**src/rtl/addsub_pkg.sv**
```systemverilog
`default_nettype none
// ============================================================================
// Module   : addsub_pkg
// Purpose  : Shared types and helpers for the 4-bit adder/subtractor result
//            collector: data width, collector state encoding and a sign
//            extension helper.
// Ports    : none (package)
// Revision : 1.0 - initial release
// ============================================================================
package addsub_pkg;

  localparam int DATA_W = 4;

  // Width of the value returned by sext_data. Callers cast it down to their
  // accumulator width, so no accumulator may be wider than this.
  localparam int SEXT_W = 32;

  typedef enum logic {
    ACCUM = 1'b0,
    HOLD  = 1'b1
  } coll_state_t;

  // Two's-complement sign extension of one adder/subtractor result.
  function automatic logic [SEXT_W-1:0] sext_data(input logic [DATA_W-1:0] d);
    return {{(SEXT_W-DATA_W){d[DATA_W-1]}}, d};
  endfunction

endpackage
`default_nettype wire

```
**src/rtl/addsub_block_acc.sv**
```systemverilog
`default_nettype none
// ============================================================================
// Module   : addsub_block_acc
// Purpose  : Block accumulator: running signed sum, sample count and overflow
//            count of the current block.
// Ports    : clk, rst           clock and synchronous active-high reset
//            clear_i            zero all three registers (block consumed)
//            accept_i           add sum_i / ovf_i to the block
//            sum_i, ovf_i       incoming result and its overflow flag
//            acc_o, cnt_o,
//            ovf_cnt_o          current register values
// Revision : 1.0 - initial release
// ============================================================================
module addsub_block_acc
  import addsub_pkg::*;
#(
  parameter int ACC_W = 8,
  parameter int CNT_W = 4
) (
  input  logic              clk,
  input  logic              rst,
  input  logic              clear_i,
  input  logic              accept_i,
  input  logic [DATA_W-1:0] sum_i,
  input  logic              ovf_i,
  output logic [ACC_W-1:0]  acc_o,
  output logic [CNT_W-1:0]  cnt_o,
  output logic [CNT_W-1:0]  ovf_cnt_o
);

  logic [ACC_W-1:0] acc_q, acc_d;
  logic [CNT_W-1:0] cnt_q, cnt_d;
  logic [CNT_W-1:0] ovf_cnt_q, ovf_cnt_d;

  // clear_i and accept_i are never asserted together (clear happens in HOLD,
  // accept only in ACCUM); clear still takes priority for robustness.
  always_comb begin
    acc_d     = acc_q;
    cnt_d     = cnt_q;
    ovf_cnt_d = ovf_cnt_q;
    if (clear_i) begin
      acc_d     = '0;
      cnt_d     = '0;
      ovf_cnt_d = '0;
    end else if (accept_i) begin
      acc_d     = acc_q + ACC_W'(sext_data(sum_i));
      cnt_d     = cnt_q + CNT_W'(1);
      ovf_cnt_d = ovf_cnt_q + CNT_W'(ovf_i);
    end
  end

  always_ff @(posedge clk) begin
    if (rst) begin
      acc_q     <= '0;
      cnt_q     <= '0;
      ovf_cnt_q <= '0;
    end else begin
      acc_q     <= acc_d;
      cnt_q     <= cnt_d;
      ovf_cnt_q <= ovf_cnt_d;
    end
  end

  assign acc_o     = acc_q;
  assign cnt_o     = cnt_q;
  assign ovf_cnt_o = ovf_cnt_q;

endmodule
`default_nettype wire

```
**src/rtl/addsub_result_collector.sv**
```systemverilog
`default_nettype none
// ============================================================================
// Module   : addsub_result_collector
// Purpose  : Collects adder/subtractor results over a valid/ready handshake,
//            accumulates BLOCK_LEN of them (or fewer on flush) and presents a
//            summary record (sum, sample count, overflow count) downstream.
// Ports    : clk, rst                      clock, synchronous active-high reset
//            in_valid/in_ready             upstream handshake
//            in_sum, in_overflow           signed result and its overflow flag
//            flush                         close a partial block early
//            out_valid/out_ready           downstream handshake
//            out_sum, out_count,
//            out_ovf_count, out_any_ovf    summary record
// Revision : 1.0 - initial release
// ============================================================================
module addsub_result_collector
  import addsub_pkg::*;
#(
  parameter int BLOCK_LEN = 8,
  parameter int ACC_W     = 8,
  parameter int CNT_W     = 4
) (
  input  logic              clk,
  input  logic              rst,
  input  logic              in_valid,
  output logic              in_ready,
  input  logic [DATA_W-1:0] in_sum,
  input  logic              in_overflow,
  input  logic              flush,
  output logic              out_valid,
  input  logic              out_ready,
  output logic [ACC_W-1:0]  out_sum,
  output logic [CNT_W-1:0]  out_count,
  output logic [CNT_W-1:0]  out_ovf_count,
  output logic              out_any_ovf
);

  // Illegal parameter sets are rejected at elaboration.
  if (BLOCK_LEN < 2 || BLOCK_LEN > 255 ||
      ACC_W < DATA_W + $clog2(BLOCK_LEN) || ACC_W > SEXT_W ||
      CNT_W < $clog2(BLOCK_LEN + 1)) begin : g_bad_params
    $error("addsub_result_collector: illegal BLOCK_LEN/ACC_W/CNT_W");
  end

  localparam logic [CNT_W-1:0] C_LAST_CNT = CNT_W'(BLOCK_LEN - 1);

  coll_state_t      state_q, state_d;
  logic             w_accept;
  logic             w_clear;
  logic             w_close;
  logic [CNT_W-1:0] w_cnt_post;
  logic [ACC_W-1:0] w_acc;
  logic [CNT_W-1:0] w_cnt;
  logic [CNT_W-1:0] w_ovf_cnt;

  assign in_ready  = (state_q == ACCUM);
  assign out_valid = (state_q == HOLD);

  assign w_accept  = in_valid & in_ready;
  assign w_clear   = out_valid & out_ready;

  // Count as it will be after this edge; a flush closes the block only if
  // that count is nonzero, so a flush on the accepting cycle keeps the sample.
  assign w_cnt_post = w_cnt + CNT_W'(w_accept);
  assign w_close    = (w_accept && (w_cnt == C_LAST_CNT)) ||
                      (flush && (w_cnt_post != '0));

  always_ff @(posedge clk) begin
    if (rst) begin
      state_q <= ACCUM;
    end else begin
      state_q <= state_d;
    end
  end

  always_comb begin
    state_d = state_q;
    case (state_q)
      ACCUM:   if (w_close) state_d = HOLD;
      HOLD:    if (w_clear) state_d = ACCUM;
      default: state_d = ACCUM;
    endcase
  end

  addsub_block_acc #(
    .ACC_W (ACC_W),
    .CNT_W (CNT_W)
  ) u_block_acc (
    .clk       (clk),
    .rst       (rst),
    .clear_i   (w_clear),
    .accept_i  (w_accept),
    .sum_i     (in_sum),
    .ovf_i     (in_overflow),
    .acc_o     (w_acc),
    .cnt_o     (w_cnt),
    .ovf_cnt_o (w_ovf_cnt)
  );

  // Registers are frozen in HOLD, so the record is stable until consumed.
  assign out_sum       = w_acc;
  assign out_count     = w_cnt;
  assign out_ovf_count = w_ovf_cnt;
  assign out_any_ovf   = (w_ovf_cnt != '0);

endmodule
`default_nettype wire

```
**config.mk**
```make
export PLATFORM = sky130hd
export DESIGN_NAME = addsub_result_collector
export DESIGN_NICKNAME = d
export VERILOG_FILES = /design/src/rtl/addsub_pkg.sv /design/src/rtl/addsub_block_acc.sv /design/src/rtl/addsub_result_collector.sv
export SDC_FILE = /design/constraint.sdc
export NUM_CORES = 1
export LEC_CHECK = 0
export CORE_MARGIN = 2
export CORE_UTILIZATION = 48
export DETAILED_ROUTE_END_ITERATION = 6
export PLACE_DENSITY = 0.88
export SYNTH_ARGS = -nofsm -noshare
export SYNTH_HDL_FRONTEND = slang
export SYNTH_HIERARCHICAL = 1
export SYNTH_SLANG_ARGS = --single-unit
export TNS_END_PERCENT = 50
```
**constraint.sdc**
```tcl
create_clock -name clk -period 2.8 [get_ports clk]
set_clock_uncertainty 0.15 [all_clocks]
set_input_delay 0.7 -clock clk [delete_from_list [all_inputs] [get_ports clk]]
set_output_delay 0.7 -clock clk [all_outputs]
set_load 0.005 [all_outputs]
```
==> impl_results.md, run 1 <==
- Clk pwr share: 0.161
- Post-CTS Resized: 0
- Finished Layout Cells: 189
- Slew headroom: 0.773
- Total net switching power: 286 uW
- Total negative slack: 0 ns
- Internal reg-to-reg setup slack: 0.71 ns
- Critical path capture point type: flop
- Hold Vio Cnt, Final: 0
- Fmax achieved: 386 MHz
- Critical path peak fanout: 2
- Vias in the first global route: 1042
- Vias per inst: 5.47
- Clock sink count: 17
- CP Class: in -> reg
- Hold-fix buffers, CTS: 0
- Crit Reg-Reg Endpoint: u_block_acc/acc_o[6]
- Unrepaired setup endpoints after global routing: false
- Num CTS Buffers: 3
- R2r worst-path depth: 8
- Post-layout util: 0.673
- Root Buffer: clkbuf_4
- Worst hold start: u_block_acc/acc_o[1]
- Post-place setup slack: -0.0741 ns
- Placed Area: 1460 um^2
- Number of synthesized flops with an enable pin: 0
- Worst EP arrival: 2.68 ns
- Initial antenna violation count: 0
- Worst-Margin Slew: 0.341 ns
- Hold depth: 2
- Clk_lat worst skew: 0.28 ns
- Async set or reset register ratio after synthesis: 0
- Logic pwr share: 0.456
- Clock transition at path regs: 0.11 ns
- Sw frac: 0.348
- Register share of total power: 0.384
- Vias: 1034
- Initial cell density of the core: 0.506
- IO Pins: 29
- DRT iter0 DRCs: 9
- Max Cap Viol: 0
- All-Layer GR Usage: 0.214
- Final period util: 0.925
- Pint: 537 uW
- Per-cell routed wire length: 13.1 um
- Std cell rows: 17
- Avg Cell Area, Syn: 8.81 um^2
- FILL cells: 176
- Full die area: 2730 um^2
- CTS Buffer Depth: 2
- Seq/Total Area, Yosys: 0.304
- Die Height: 52.3 um
- 1st-pass router iterations: 4
- Pleak: 0.618 nW
- TritonCTS clock tree: yes
- Layout area overhead: 33.1%
- Nets: 185
- Placed Instances: 185
- First-pass GRT wire length: 4390 um
- Status: completed
- Hold Path Class: reg -> reg
- Worst Hold End: u_block_acc/acc_o[1]
- Synth Instances: 127
- Largest net degree at the start of global routing: 18
- Yosys reg bits: 17
- PD cells: 553 nW/um^2
- R2r startpoint: u_block_acc/acc_o[0]
- Width of the die: 52.3 um
- GR Overflow Total: 0
- Worst vdd ir: 0.398 mV
- Crit path setup slack, layout: 0.211 ns
- Finish-stage setup viols: 0
- CTS H-tree lvls: 1
- WP data required: 2.89 ns
- DP Wirelength: 1920 um
- Antenna Nets Post-Route: 0
- Final worst hold slack: 0.371 ns
- Yosys cell types: 38
- Max Slew Vio Count: 0
- GP Congestion: 0.860
- Critical Path Start Type: primary input
- Ys flop type: dfxtp_1
- Post-CTS setup buffer count: 0
- Layout cells sized above 1: 0.106
- Syn Nets: 150
- Ant. Diodes: 0
- Tot Pwr: 823 uW
- Core Footprint: 2210 um^2
- Final WL: 2470 um
- Min Tclk post-route: 2.59 ns
- I/O Buffers: 28
- Final instance area: 1490 um^2
- Synth Cell Area: 1120 um^2
- DRC violations left: 0
- Syn. warnings: 6
==> worst max-delay path, cell delays in order <==
cell and delay [ns]:
clkdlybuf4s50_1 0.46, ha_1 0.15, inv_1 0.05, fa_1 0.36
and2b_1 0.22, o21a_1 0.15, o21bai_1 0.11, a2111o_1 0.38
nand3_1 0.08
==> cells in the final DEF (no fill, tap or decap), types with 3 or more instances in the layout <==
| master | count |
|---|---|
| mux2i_1 | 5 |
| xor2_1 | 4 |
| clkdlybuf4s50_1 | 28 |
| ha_1 | 12 |
| clkbuf_4 | 3 |
| a21oi_1 | 6 |
| nor2b_1 | 4 |
| buf_4 | 7 |
| inv_1 | 5 |
| nor2_1 | 15 |
| nand2_1 | 6 |
| dfxtp_1 | 17 |
| o21a_1 | 3 |
| nand4_1 | 4 |
| nor3_1 | 8 |
==> power groups by stage <==
stage               Clock, mW  Sequential (mW)  Combinational [mW]
CTS                     0.140            0.317               0.377
global route            0.147            0.323               0.416
global placement            0            0.319               0.358
finish                  0.132            0.316               0.375
detailed placement          0            0.322               0.375
floorplan                   0            0.318               0.218
==> registers in the layout, indices dropped and copies added, names as in the netlist <==
name / cells
out_valid: 1
u_block_acc/acc_o: 8
u_block_acc/ovf_cnt_o: 4
u_block_acc/cnt_o: 4
==> per-layer routing <==
metal / global-route usage / vias up / routed length, um
li1: - / 533 / -
met1: 0.248 / 480 / 1090
met2: 0.386 / 17 / 1300
met3: 0.0400 / 4 / 57
met4: 0.0812 / 0 / 27
met5: 0 / - / 0
==> cells by family (layout without fill, tap and decap cells) <==
logic type               Yosys count  count (layout)  synth area share
AND/OR/NAND/NOR                   50              50             0.238
XOR/XNOR                           6               6            0.0470
adder cells (fa/ha/maj)           13              13             0.152
buffers and inverters             11              45            0.0414
multiplexers                       5               5            0.0447
AO/OA/AOI/OAI                     25              25             0.172
flip-flops                        17              17             0.304
==> area by class of cell <==
| type | count | area [um^2] | share of cell area |
|---|---|---|---|
| well taps | 28 | 35.0 | 0.0235 |
| inverters | 6 | 22.5 | 0.0151 |
| flip-flops and latches | 17 | 340 | 0.229 |
| repair buffers | 35 | 333 | 0.224 |
| multi-input cells | 99 | 732 | 0.492 |
| clock buffers | 4 | 26.3 | 0.0176 |
==> cell usage after synthesis, drive strengths merged, types with 3 or more instances <==
library cell	count	share of area
dfxtp	17	0.30
nor2	15	0.050
ha	12	0.13
nor3	8	0.036
a21oi	7	0.035
inv	6	0.020
nand2	6	0.020
buf	5	0.021
mux2i	5	0.045
nand4	4	0.022
nor2b	4	0.022
xor2	4	0.031
a211oi	3	0.025
o21a	3	0.020
==> how the worst max path moves through the flow <==
stage                    from                   end  slack (ns)  depth (start not counted)
detailed placement  in_sum[0]  u_block_acc/acc_o[6]       -0.07                          9
floorplan           in_sum[0]  u_block_acc/acc_o[6]        0.46                          8
global placement    in_sum[0]  u_block_acc/acc_o[6]        0.02                          9
global route        in_sum[0]  u_block_acc/acc_o[6]        0.14                          9
finish              in_sum[0]  u_block_acc/acc_o[6]        0.21                          9
CTS                 in_sum[0]  u_block_acc/acc_o[6]        0.23                          9
(Power assumes the default switching activity.)
==> inputs of run 2 (changes only) <==
--- a/config.mk
+++ b/config.mk
@@ -9,6 +9,7 @@
 export CORE_UTILIZATION = 48
 export DETAILED_ROUTE_END_ITERATION = 6
 export PLACE_DENSITY = 0.88
+export SKIP_CTS_REPAIR_TIMING = 1
 export SYNTH_ARGS = -nofsm -noshare
 export SYNTH_HDL_FRONTEND = slang
 export SYNTH_HIERARCHICAL = 1
==> results of run 2 <==
No change in the layout: final DEF, timing and power equal those of run 1.
==> inputs of run 3 (changes only) <==
--- a/config.mk
+++ b/config.mk
@@ -9,6 +9,7 @@
 export CORE_UTILIZATION = 48
 export DETAILED_ROUTE_END_ITERATION = 6
 export PLACE_DENSITY = 0.88
+export SETUP_SLACK_MARGIN = 0.15
 export SKIP_CTS_REPAIR_TIMING = 1
 export SYNTH_ARGS = -nofsm -noshare
 export SYNTH_HDL_FRONTEND = slang
==> run 3 against run 2 <==
  * Utilization up 0.17 points
  * Fmax hardly changed
  * Worst setup slack hardly changed
  * Highest routed layer unchanged
  * Critical path type unchanged
  * Sequential cell count stayed put
  * Non-clock buffer count did not move
  * Sequential power about the same
  * Via count up 0.58%
  * Die area is the same
  * Critical path depth unchanged
  * Combinational power barely moved
  * Largest power group unchanged
==> impl_results.md, run 3 (synthesized netlist as in run 1, its figures left out) <==
- Max reg flops: 8 (unchanged)
- Commonest cells after routing, fill and taps aside: clkdlybuf4s50_1 (28), dfxtp_1 (17), nor2_1 (15)
- Critical path peak fanout: 2 (unchanged)
- R2r worst-path depth: 8 (unchanged)
- Hold depth: 2 (unchanged)
- Slew headroom: 0.772 (about the same)
- M1 wire length: 1100 um (+0.55%)
- Core Footprint: 2210 um^2 (unchanged)
- Finished Layout Cells: 189 (unchanged)
- Final period util: 0.925 (about the same)
- Tot Pwr: 826 uW (+0.29%)
- Post-layout util: 0.675 (+0.00170)
- DRT iter0 DRCs: 14 (+5)
- Internal reg-to-reg setup slack: 0.71 ns (about the same)
- Status: completed
- Full die area: 2730 um^2 (unchanged)
- Final instance area: 1490 um^2 (+0.25%)
- WP data required: 2.89 ns (about the same)
- Initial antenna violation count: 0 (unchanged)
- Std cell rows: 17 (unchanged)
- Worst hold start: u_block_acc/acc_o[1]
- Crit Reg-Reg Endpoint: u_block_acc/acc_o[6]
- Worst path buffer plus inverter count: 2 (unchanged)
- Vias per inst: 5.50 (+0.58%)
- Clock sink count: 17 (unchanged)
- All-Layer GR Usage: 0.214 (unchanged)
- Clk_lat worst skew: 0.28 ns (about the same)
- Placed Instances: 185 (unchanged)
- Total negative slack: 0 ns (unchanged)
- CTS Buffer Depth: 2 (unchanged)
- CP Class: in -> reg
- Post-place setup slack: -0.0741 ns (unchanged)
- Die Height: 52.3 um (unchanged)
- Critical path capture point type: flop
- Clock transition at path regs: 0.10 ns (about the same)
- R2r startpoint: u_block_acc/acc_o[0]
- Antenna Nets Post-Route: 0 (unchanged)
- Initial cell density of the core: 0.506 (unchanged)
- Per-cell routed wire length: 13.3 um (+1.6%)
- Met2 wire length: 1320 um (+2.2%)
- Largest net degree at the start of global routing: 18 (unchanged)
- Worst Hold End: u_block_acc/acc_o[1]
- Final worst hold slack: 0.371 ns (-0.0000480 ns)
- DR WL met3: 61 um (+7.0%)
- Min Tclk post-route: 2.59 ns (+0.000245 ns)
- Commonest non-fill, non-tap cell in the layout: clkdlybuf4s50_1
- Layout cells sized above 1: 0.112 (+0.00621)
- DR top layer: met4
- Hold Vio Cnt, Final: 0 (unchanged)
- Unrepaired setup endpoints after global routing: false
- DP Wirelength: 1920 um (unchanged)
- GR Overflow Total: 0 (unchanged)
- Ant. Diodes: 0 (unchanged)
- Final WL: 2510 um (+1.6%)
- Vias: 1040 (+0.58%)
- IO Pins: 29 (unchanged)
- Max Cap Viol: 0 (unchanged)
- Vias in the first global route: 1042 (unchanged)
- Worst vdd ir: 0.399 mV (about the same)
- DRC violations left: 0 (unchanged)
- Layout area overhead: 33.4%
- Crit path setup slack, layout: 0.211 ns (-0.000245 ns)
- Pleak: 0.612 nW (-0.96%)
- Finish-stage setup viols: 0 (unchanged)
- CP Cell Sequence: clkdlybuf4s50_1 -> ha_1 -> inv_1 -> fa_1 -> and2b_1 -> o21a_1 -> o21bai_2 -> a2111o_1 -> nand3_1
- GP Congestion: 0.860 (unchanged)
- Critical Path Start Type: primary input
- 1st-pass router iterations: 4 (unchanged)
- Max Slew Vio Count: 0 (unchanged)
- Root Buffer: clkbuf_4
- I/O Buffers: 28 (unchanged)
- PD cells: 553 nW/um^2 (about the same)
- First-pass GRT wire length: 4390 um (unchanged)
- Num CTS Buffers: 3 (unchanged)
- Placed Area: 1460 um^2 (unchanged)
- Worst EP arrival: 2.68 ns (about the same)
- Fmax achieved: 386 MHz (about the same)
- Width of the die: 52.3 um (unchanged)
- CP peak stage delay: 0.46 ns (about the same)
- Nets: 185 (unchanged)
- Crit-path leading delay family: compound AO/OA/AOI/OAI gates
- TritonCTS clock tree: yes
- Hold Path Class: reg -> reg
- Max stage delay cell, worst path: clkdlybuf4s50_1
- CTS H-tree lvls: 1 (unchanged)
- Worst-Margin Slew: 0.342 ns (+0.00111 ns)
run 3: cell counts in the layout (fill, tap and decap cells not counted):
No cell type changed its count.
run 3: worst max-delay path by stage:
stage	slack [ns]	from	depth (start not counted)	to
after floorplan	0.46	in_sum[0]	8	u_block_acc/acc_o[6]
after global placement	0.02	in_sum[0]	9	u_block_acc/acc_o[6]
after detailed placement	-0.07	in_sum[0]	9	u_block_acc/acc_o[6]
after CTS	0.23	in_sum[0]	9	u_block_acc/acc_o[6]
after global routing	0.15	in_sum[0]	9	u_block_acc/acc_o[6]
final	0.21	in_sum[0]	9	u_block_acc/acc_o[6]
run 3: tightest hold or removal path: cells and delay by family (launching register included):
| kind | cells | cell delay [ns] |
|---|---|---|
| and+or+nand+nor | 1 | 0.09 |
| AOI/OAI and AO/OA | 1 | 0.05 |
| DFF | 1 | 0.35 |
run 3: power by group:
part | switching [mW] | internal [mW]
combinational | 0.172 | 0.205
sequential | 0.0381 | 0.278
clock | 0.0770 | 0.0552
run 3: final cells by class:
| class | count | area, um^2 |
|---|---|---|
| Timing Repair Buffer | 35 | 333 |
| Tap cell | 28 | 35.0 |
| Fill cell | 176 | 719 |
| Clock buffer | 4 | 26.3 |
| Multi-Input combinational cell | 99 | 736 |
| Sequential cell | 17 | 340 |
| Inverter | 6 | 22.5 |
run 3: layer usage:
layer / global-route usage / up-vias
met5: 0 / -
met4: 0.0812 / 0
met3: 0.0400 / 4
met2: 0.386 / 19
met1: 0.248 / 486
li1: - / 531
